### src/rtl/line_buf_pkg.sv
// ============================================================================
// Module  : line_buf_pkg
// Brief   : Shared line-buffer constants and line writer FSM state type.
// Rev     : 1.0  initial release
// ============================================================================
`default_nettype none

package line_buf_pkg;

    localparam int N_LINES = 7;

    typedef enum logic [1:0] {
        IDLE = 2'd0,
        FILL = 2'd1,
        DONE = 2'd2
    } wr_state_t;

    // Rotate a one-hot line select left by one; the top bit wraps to bit 0.
    function automatic logic [N_LINES-1:0] rotl1(input logic [N_LINES-1:0] v);
        return {v[N_LINES-2:0], v[N_LINES-1]};
    endfunction

endpackage

`default_nettype wire

### src/rtl/wr_ring_ptr.sv
// ============================================================================
// Module  : wr_ring_ptr
// Brief   : One-hot rotating line FIFO write pointer (FIFO 6 wraps to 0).
// Rev     : 1.0  initial release
// ============================================================================
`default_nettype none

module wr_ring_ptr
    import line_buf_pkg::*;
(
    input  logic               i_clk,
    input  logic               reset,
    input  logic               advance,
    output logic [N_LINES-1:0] ptr
);

    logic [N_LINES-1:0] r_ptr;

    always_ff @(posedge i_clk) begin
        if (reset) begin
            r_ptr <= {{(N_LINES-1){1'b0}}, 1'b1};
        end else if (advance) begin
            r_ptr <= rotl1(r_ptr);
        end
    end

    assign ptr = r_ptr;

endmodule

`default_nettype wire

### src/rtl/line_wr_ctrl.sv
// ============================================================================
// Module  : line_wr_ctrl
// Brief   : Steers received UART pixel bytes into 7 rotating line FIFOs.
//           Optional dropped-byte counter: define LINE_WR_CTRL_DROP_CNT_EN.
// Rev     : 1.0  initial release
// ============================================================================
`default_nettype none

module line_wr_ctrl
    import line_buf_pkg::*;
#(
    parameter int D_BITS = 8,
    parameter int IMG_W  = 128,
    parameter int IMG_H  = 128
) (
    input  logic               i_clk,
    input  logic               reset,
    input  logic               i_drdy,
    input  logic [D_BITS-1:0]  i_data,
    input  logic               i_line_rd_done,
    output logic [N_LINES-1:0] o_wr_en,
    output logic [D_BITS-1:0]  o_data,
    output logic [2:0]         o_lines_avail,
    output logic               o_frame_done,
    output logic               o_overflow
`ifdef LINE_WR_CTRL_DROP_CNT_EN
    ,
    output logic [15:0]        o_drop_cnt
`endif
);

    localparam int              c_col_w      = (IMG_W > 1) ? $clog2(IMG_W) : 1;
    localparam int              c_row_w      = (IMG_H > 1) ? $clog2(IMG_H) : 1;
    localparam logic [c_col_w-1:0] c_col_last = c_col_w'(IMG_W - 1);
    localparam logic [c_row_w-1:0] c_row_last = c_row_w'(IMG_H - 1);
    localparam logic [2:0]      c_lines_full = 3'd7;

    logic [c_col_w-1:0] r_col_cnt;
    logic [c_row_w-1:0] r_row_cnt;
    logic [N_LINES-1:0] r_wr_en;
    logic [D_BITS-1:0]  r_data;
    logic               r_line_done;
    logic [2:0]         r_lines_avail;
    logic               r_overflow;
    wr_state_t          r_state;
    wr_state_t          w_state_nxt;
    logic               w_frame_done;

    logic               w_accept;
    logic               w_line_end;
    logic               w_frame_end;
    logic               w_lines_inc;
    logic               w_lines_dec;
    logic [N_LINES-1:0] w_ptr;

    assign w_accept    = i_drdy && (r_lines_avail < c_lines_full);
    assign w_line_end  = w_accept && (r_col_cnt == c_col_last);
    assign w_frame_end = w_line_end && (r_row_cnt == c_row_last);

    // The pointer moves on the last pixel's edge, so that byte still uses the old FIFO.
    wr_ring_ptr u_wr_ring_ptr (
        .i_clk   (i_clk),
        .reset   (reset),
        .advance (w_line_end),
        .ptr     (w_ptr)
    );

    always_ff @(posedge i_clk) begin
        if (reset) begin
            r_col_cnt <= '0;
            r_row_cnt <= '0;
        end else if (w_accept) begin
            if (r_col_cnt == c_col_last) begin
                r_col_cnt <= '0;
                r_row_cnt <= (r_row_cnt == c_row_last) ? '0 : r_row_cnt + 1'b1;
            end else begin
                r_col_cnt <= r_col_cnt + 1'b1;
            end
        end
    end

    always_ff @(posedge i_clk) begin
        if (reset) begin
            r_wr_en     <= '0;
            r_data      <= '0;
            r_line_done <= 1'b0;
            r_overflow  <= 1'b0;
        end else begin
            r_wr_en     <= w_accept ? w_ptr : '0;
            r_line_done <= w_line_end;
            if (w_accept) begin
                r_data <= i_data;
            end
            if (i_drdy && !w_accept) begin
                r_overflow <= 1'b1;
            end
        end
    end

    // A read that coincides with a line completing cancels it, even from zero.
    assign w_lines_inc = r_line_done;
    assign w_lines_dec = i_line_rd_done && ((r_lines_avail != 3'd0) || w_lines_inc);

    always_ff @(posedge i_clk) begin
        if (reset) begin
            r_lines_avail <= 3'd0;
        end else begin
            case ({w_lines_inc, w_lines_dec})
                2'b10:   r_lines_avail <= r_lines_avail + 3'd1;
                2'b01:   r_lines_avail <= r_lines_avail - 3'd1;
                default: r_lines_avail <= r_lines_avail;
            endcase
        end
    end

    always_ff @(posedge i_clk) begin
        if (reset) begin
            r_state <= IDLE;
        end else begin
            r_state <= w_state_nxt;
        end
    end

    always_comb begin
        w_state_nxt = r_state;
        case (r_state)
            IDLE: begin
                if (w_frame_end) begin
                    w_state_nxt = DONE;
                end else if (w_accept) begin
                    w_state_nxt = FILL;
                end
            end
            FILL: begin
                if (w_frame_end) begin
                    w_state_nxt = DONE;
                end
            end
            DONE:    w_state_nxt = IDLE;
            default: w_state_nxt = IDLE;
        endcase
    end

    always_comb begin
        w_frame_done = 1'b0;
        if (r_state == DONE) begin
            w_frame_done = 1'b1;
        end
    end

`ifdef LINE_WR_CTRL_DROP_CNT_EN
    logic [15:0] r_drop_cnt;

    always_ff @(posedge i_clk) begin
        if (reset) begin
            r_drop_cnt <= 16'd0;
        end else if (i_drdy && !w_accept && (r_drop_cnt != 16'hFFFF)) begin
            r_drop_cnt <= r_drop_cnt + 16'd1;
        end
    end

    assign o_drop_cnt = r_drop_cnt;
`endif

    assign o_wr_en       = r_wr_en;
    assign o_data        = r_data;
    assign o_lines_avail = r_lines_avail;
    assign o_frame_done  = w_frame_done;
    assign o_overflow    = r_overflow;

endmodule

`default_nettype wire
### config.mk
export PLATFORM = sky130hd
export DESIGN_NAME = line_wr_ctrl
export DESIGN_NICKNAME = d
export VERILOG_FILES = /design/src/rtl/line_buf_pkg.sv /design/src/rtl/wr_ring_ptr.sv /design/src/rtl/line_wr_ctrl.sv
export SDC_FILE = /design/constraint.sdc
export NUM_CORES = 1
export LEC_CHECK = 0
export BUFFER_PORTS_ARGS = -buffer_cell sky130_fd_sc_hd__buf_2
export CORE_UTILIZATION = 41
export CTS_BUF_LIST = sky130_fd_sc_hd__clkbuf_8 sky130_fd_sc_hd__clkbuf_16
export DETAILED_ROUTE_END_ITERATION = 16
export HOLD_SLACK_MARGIN = 0.03
export PLACE_DENSITY = 0.59
export SYNTH_ARGS = -nofsm -noshare
export SYNTH_HDL_FRONTEND = slang
export SYNTH_SLANG_ARGS = --single-unit
### constraint.sdc
create_clock -name i_clk -period 2.8 [get_ports i_clk]
set_input_delay 0.84 -clock i_clk [delete_from_list [all_inputs] [get_ports i_clk]]
set_output_delay 0.84 -clock i_clk [all_outputs]
set_load 0.01 [all_outputs]
==> flow_metrics.env <==
export IMPL_rows=22
export IMPL_rsz0062_at_grt="false"
export IMPL_syn_nets=188
export IMPL_status="finished clean"
export IMPL_core_area_sq_um=3770
export IMPL_final_cells=251
export IMPL_fp_dieW_um=65.7
export IMPL_crit_type="reg2reg"
export IMPL_antenna_found_initial=0
export IMPL_setup_violations=0
export IMPL_n_antenna_cell=0
export IMPL_start_util_pct=44.1
export IMPL_cp_arrival_ps=2330
export IMPL_finalClockSkew_ps=6.75
export IMPL_cts_resized=0
export IMPL_fill_cells=342
export IMPL_layout_commonest_cell="dfxtp_1"
export IMPL_cell_internal_pwr_mw=0.998
export IMPL_min_path_cells=1
export IMPL_ctsHoldBuffers=0
export IMPL_synth_avg_cell_area_sq_um=9.66
export IMPL_max_cap_violations=0
export IMPL_layout_common_cells="dfxtp_1, buf_2, nand2_1"
export IMPL_power_density_nw_per_um2=633
export IMPL_syn_inst=172
export IMPL_post_cts_setup_buffers=0
export IMPL_reg2reg_to="o_lines_avail[2]"
export IMPL_dieArea_sq_um=4310
export IMPL_cts_path_max_buffers=2
export IMPL_drive_gt1_share_pct=22.2
export IMPL_crit_chain="o41a_1 -> ha_1 -> fa_1 -> xnor2_1 -> or3_1 -> a21oi_1"
export IMPL_p_switching_mw=0.250
export IMPL_ys_warn_count=0
export IMPL_seq_area_frac_synth_pct=51.8
export IMPL_fin_crit_ps=2100
export IMPL_cts_buffers=5
export IMPL_hold_class="reg2reg"
export IMPL_vias=1276
export IMPL_drt_iter0_markers=53
export IMPL_portBuffers=31
export IMPL_area_delta_synth_final_pct=18.7
export IMPL_timing_rr_start="o_lines_avail[0]"
export IMPL_ff2ff_setup_slack_ps=700
export IMPL_netlist_area_sq_um=1660
export IMPL_grt_max_degree=28
export IMPL_drc=0
export IMPL_cts_tree="yes"
export IMPL_p_leak_nw=0.811
export IMPL_critPathSlowestCell="o41a_1"
export IMPL_hold_viol_final=0
export IMPL_design_area_sq_um=1970
export IMPL_max_freq_mhz=476
export IMPL_final_core_util_pct=52.3
export IMPL_setup_tns_ps=0
export IMPL_power_share_switching_pct=20.0
export IMPL_path_depth=6
export IMPL_fin_crit_sh_pct=75.1
export IMPL_end_kind="flop"
export IMPL_place_area_sq_um=1840
export IMPL_hpwlAfterDp_um=2050
export IMPL_path_buf_inv=0
export IMPL_r2r_cells=6
export IMPL_synth_seq_cells=43
export IMPL_vias_per_cell=5.08
export IMPL_dp_cells=243
export IMPL_clock_sinks=43
export IMPL_min_to="r_state[0]"
export IMPL_nets=218
export IMPL_grt_pass1_vias=1198
export IMPL_die_h_um=65.7
export IMPL_grt_use_total_pct=15.3
export IMPL_p_total_mw=1.25
export IMPL_hold_start="r_state[1]"
export IMPL_p_seq_share_pct=50.4
export IMPL_regArea_sq_um=861
export IMPL_worst_ep_required_time_ps=3030
export IMPL_slew_headroom_pct=65.2
export IMPL_multi_input_area_sq_um=744
export IMPL_root_buffer="clkbuf_8"
export IMPL_clkPwrFrac_pct=45.5
export IMPL_wl_um=2890
export IMPL_cpPeakStageDelay_ps=440
export IMPL_globalplace_congestion=0.754
export IMPL_grt_pass1_wl_um=4980
export IMPL_crit_family="adder cells"
export IMPL_ant_nets=0
export IMPL_drv_slew=0
export IMPL_worst_pin_slew_ps=519
export IMPL_cp_start_kind="flop"
export IMPL_grt_ovfl_total=0
export IMPL_io_pins=32
export IMPL_synth_distinct_cells=37
export IMPL_insertion_delay_ps=290
export IMPL_cts_reportedPaths_clkPinSlew_ps=80
export IMPL_comb_power_share_pct=4.1
export IMPL_cp_max_fo=6
export IMPL_htreeDepth=2
export IMPL_dr_pass1_iters=4
export IMPL_ir_drop_v=0.000283
export IMPL_post_drt_wl_per_cell_um=11.5
-- worst max path at each step --
stage | start | endpoint | slack, ps
global route | o_lines_avail[0] | o_lines_avail[2] | 580
finish | o_lines_avail[0] | o_lines_avail[2] | 700
CTS | o_lines_avail[0] | o_lines_avail[2] | 690
global placement | i_line_rd_done | o_lines_avail[2] | 540
floorplan | i_line_rd_done | o_lines_avail[2] | 660
detailed placement | i_line_rd_done | o_lines_avail[2] | 500
-- kinds of logic after synthesis --
logic type	count (synthesis)	share of synthesized area (%)
compound gates	30	11.7
buf+inv	12	3.39
xor+xnor	9	4.74
simple gates	72	23.6
flops	43	51.8
fa+ha+maj	4	3.46
mux	2	1.28
-- metal layers --
layer	part of all wire, %	GRT usage [%]	routed length (um)
met5	0	0	0
met4	1.2	4.89	35
met3	4.9	5.73	141
met1	47	17.5	1360
met2	47	25.9	1350
-- metrics by stage --
stage | worst slack (ps) | hold slack (ps)
after floorplan | 660 | 414
after global placement | 540 | 432
after detailed placement | 496 | 441
after CTS | 695 | 449
after global routing | 577 | 474
final | 698 | 453
-- layout make-up --
class / instances / share of cell area, %
clock buffers: 5 / 3.49
clock inverters: 3 / 3.43
inverters: 4 / 0.761
multi-input cells: 117 / 37.8
flip-flops and latches: 43 / 43.7
well taps: 48 / 3.05
repair buffers: 31 / 7.87
-- synth_stat cells --
master,instances,area [sq um]
a21oi_1,14,70.1
a22o_1,7,61.3
a2bb2oi_1,1,8.76
a41oi_1,1,8.76
and2_1,9,56.3
and3_2,1,7.51
and4_1,1,8.76
and4_4,1,11.3
buf_1,2,7.51
buf_4,1,7.51
buf_6,1,11.3
clkbuf_1,4,15.0
dfxtp_1,43,861
fa_1,1,20.0
ha_1,3,37.5
inv_1,4,15.0
mux2_2,1,11.3
mux2i_1,1,10.0
nand2_1,22,82.6
nand3_1,5,25.0
nand3_4,1,17.5
nand4_1,3,18.8
nand4_4,1,21.3
nor2_1,14,52.6
nor2b_1,2,12.5
nor3_1,3,15.0
nor3_2,1,10.0
nor4_1,1,6.26
o21ai_0,4,20.0
o21bai_1,1,7.51
o31ai_1,1,7.51
o41a_1,1,11.3
or2b_1,1,7.51
or3_1,5,31.3
or4_1,1,7.51
xnor2_1,2,17.5
xor2_1,7,61.3
-- power by group through the flow --
stage                     Combinational (mW)  Clock (mW)  Sequential [mW]
after floorplan                       0.0306           0            0.646
after global placement                0.0512           0            0.642
after detailed placement              0.0525           0            0.643
after CTS                             0.0528       0.582            0.629
after global routing                  0.0584       0.608            0.630
final                                 0.0516       0.568            0.628
-- state kept, by name, summed over array words and instances, names as in the netlist --
signal,count
o_overflow,1
r_col_cnt,7
u_wr_ring_ptr.ptr,7
r_row_cnt,7
o_wr_en,7
o_lines_avail,3
o_data,8
r_state,2
r_line_done,1
Note: power is estimated with default switching activity, not from simulation.
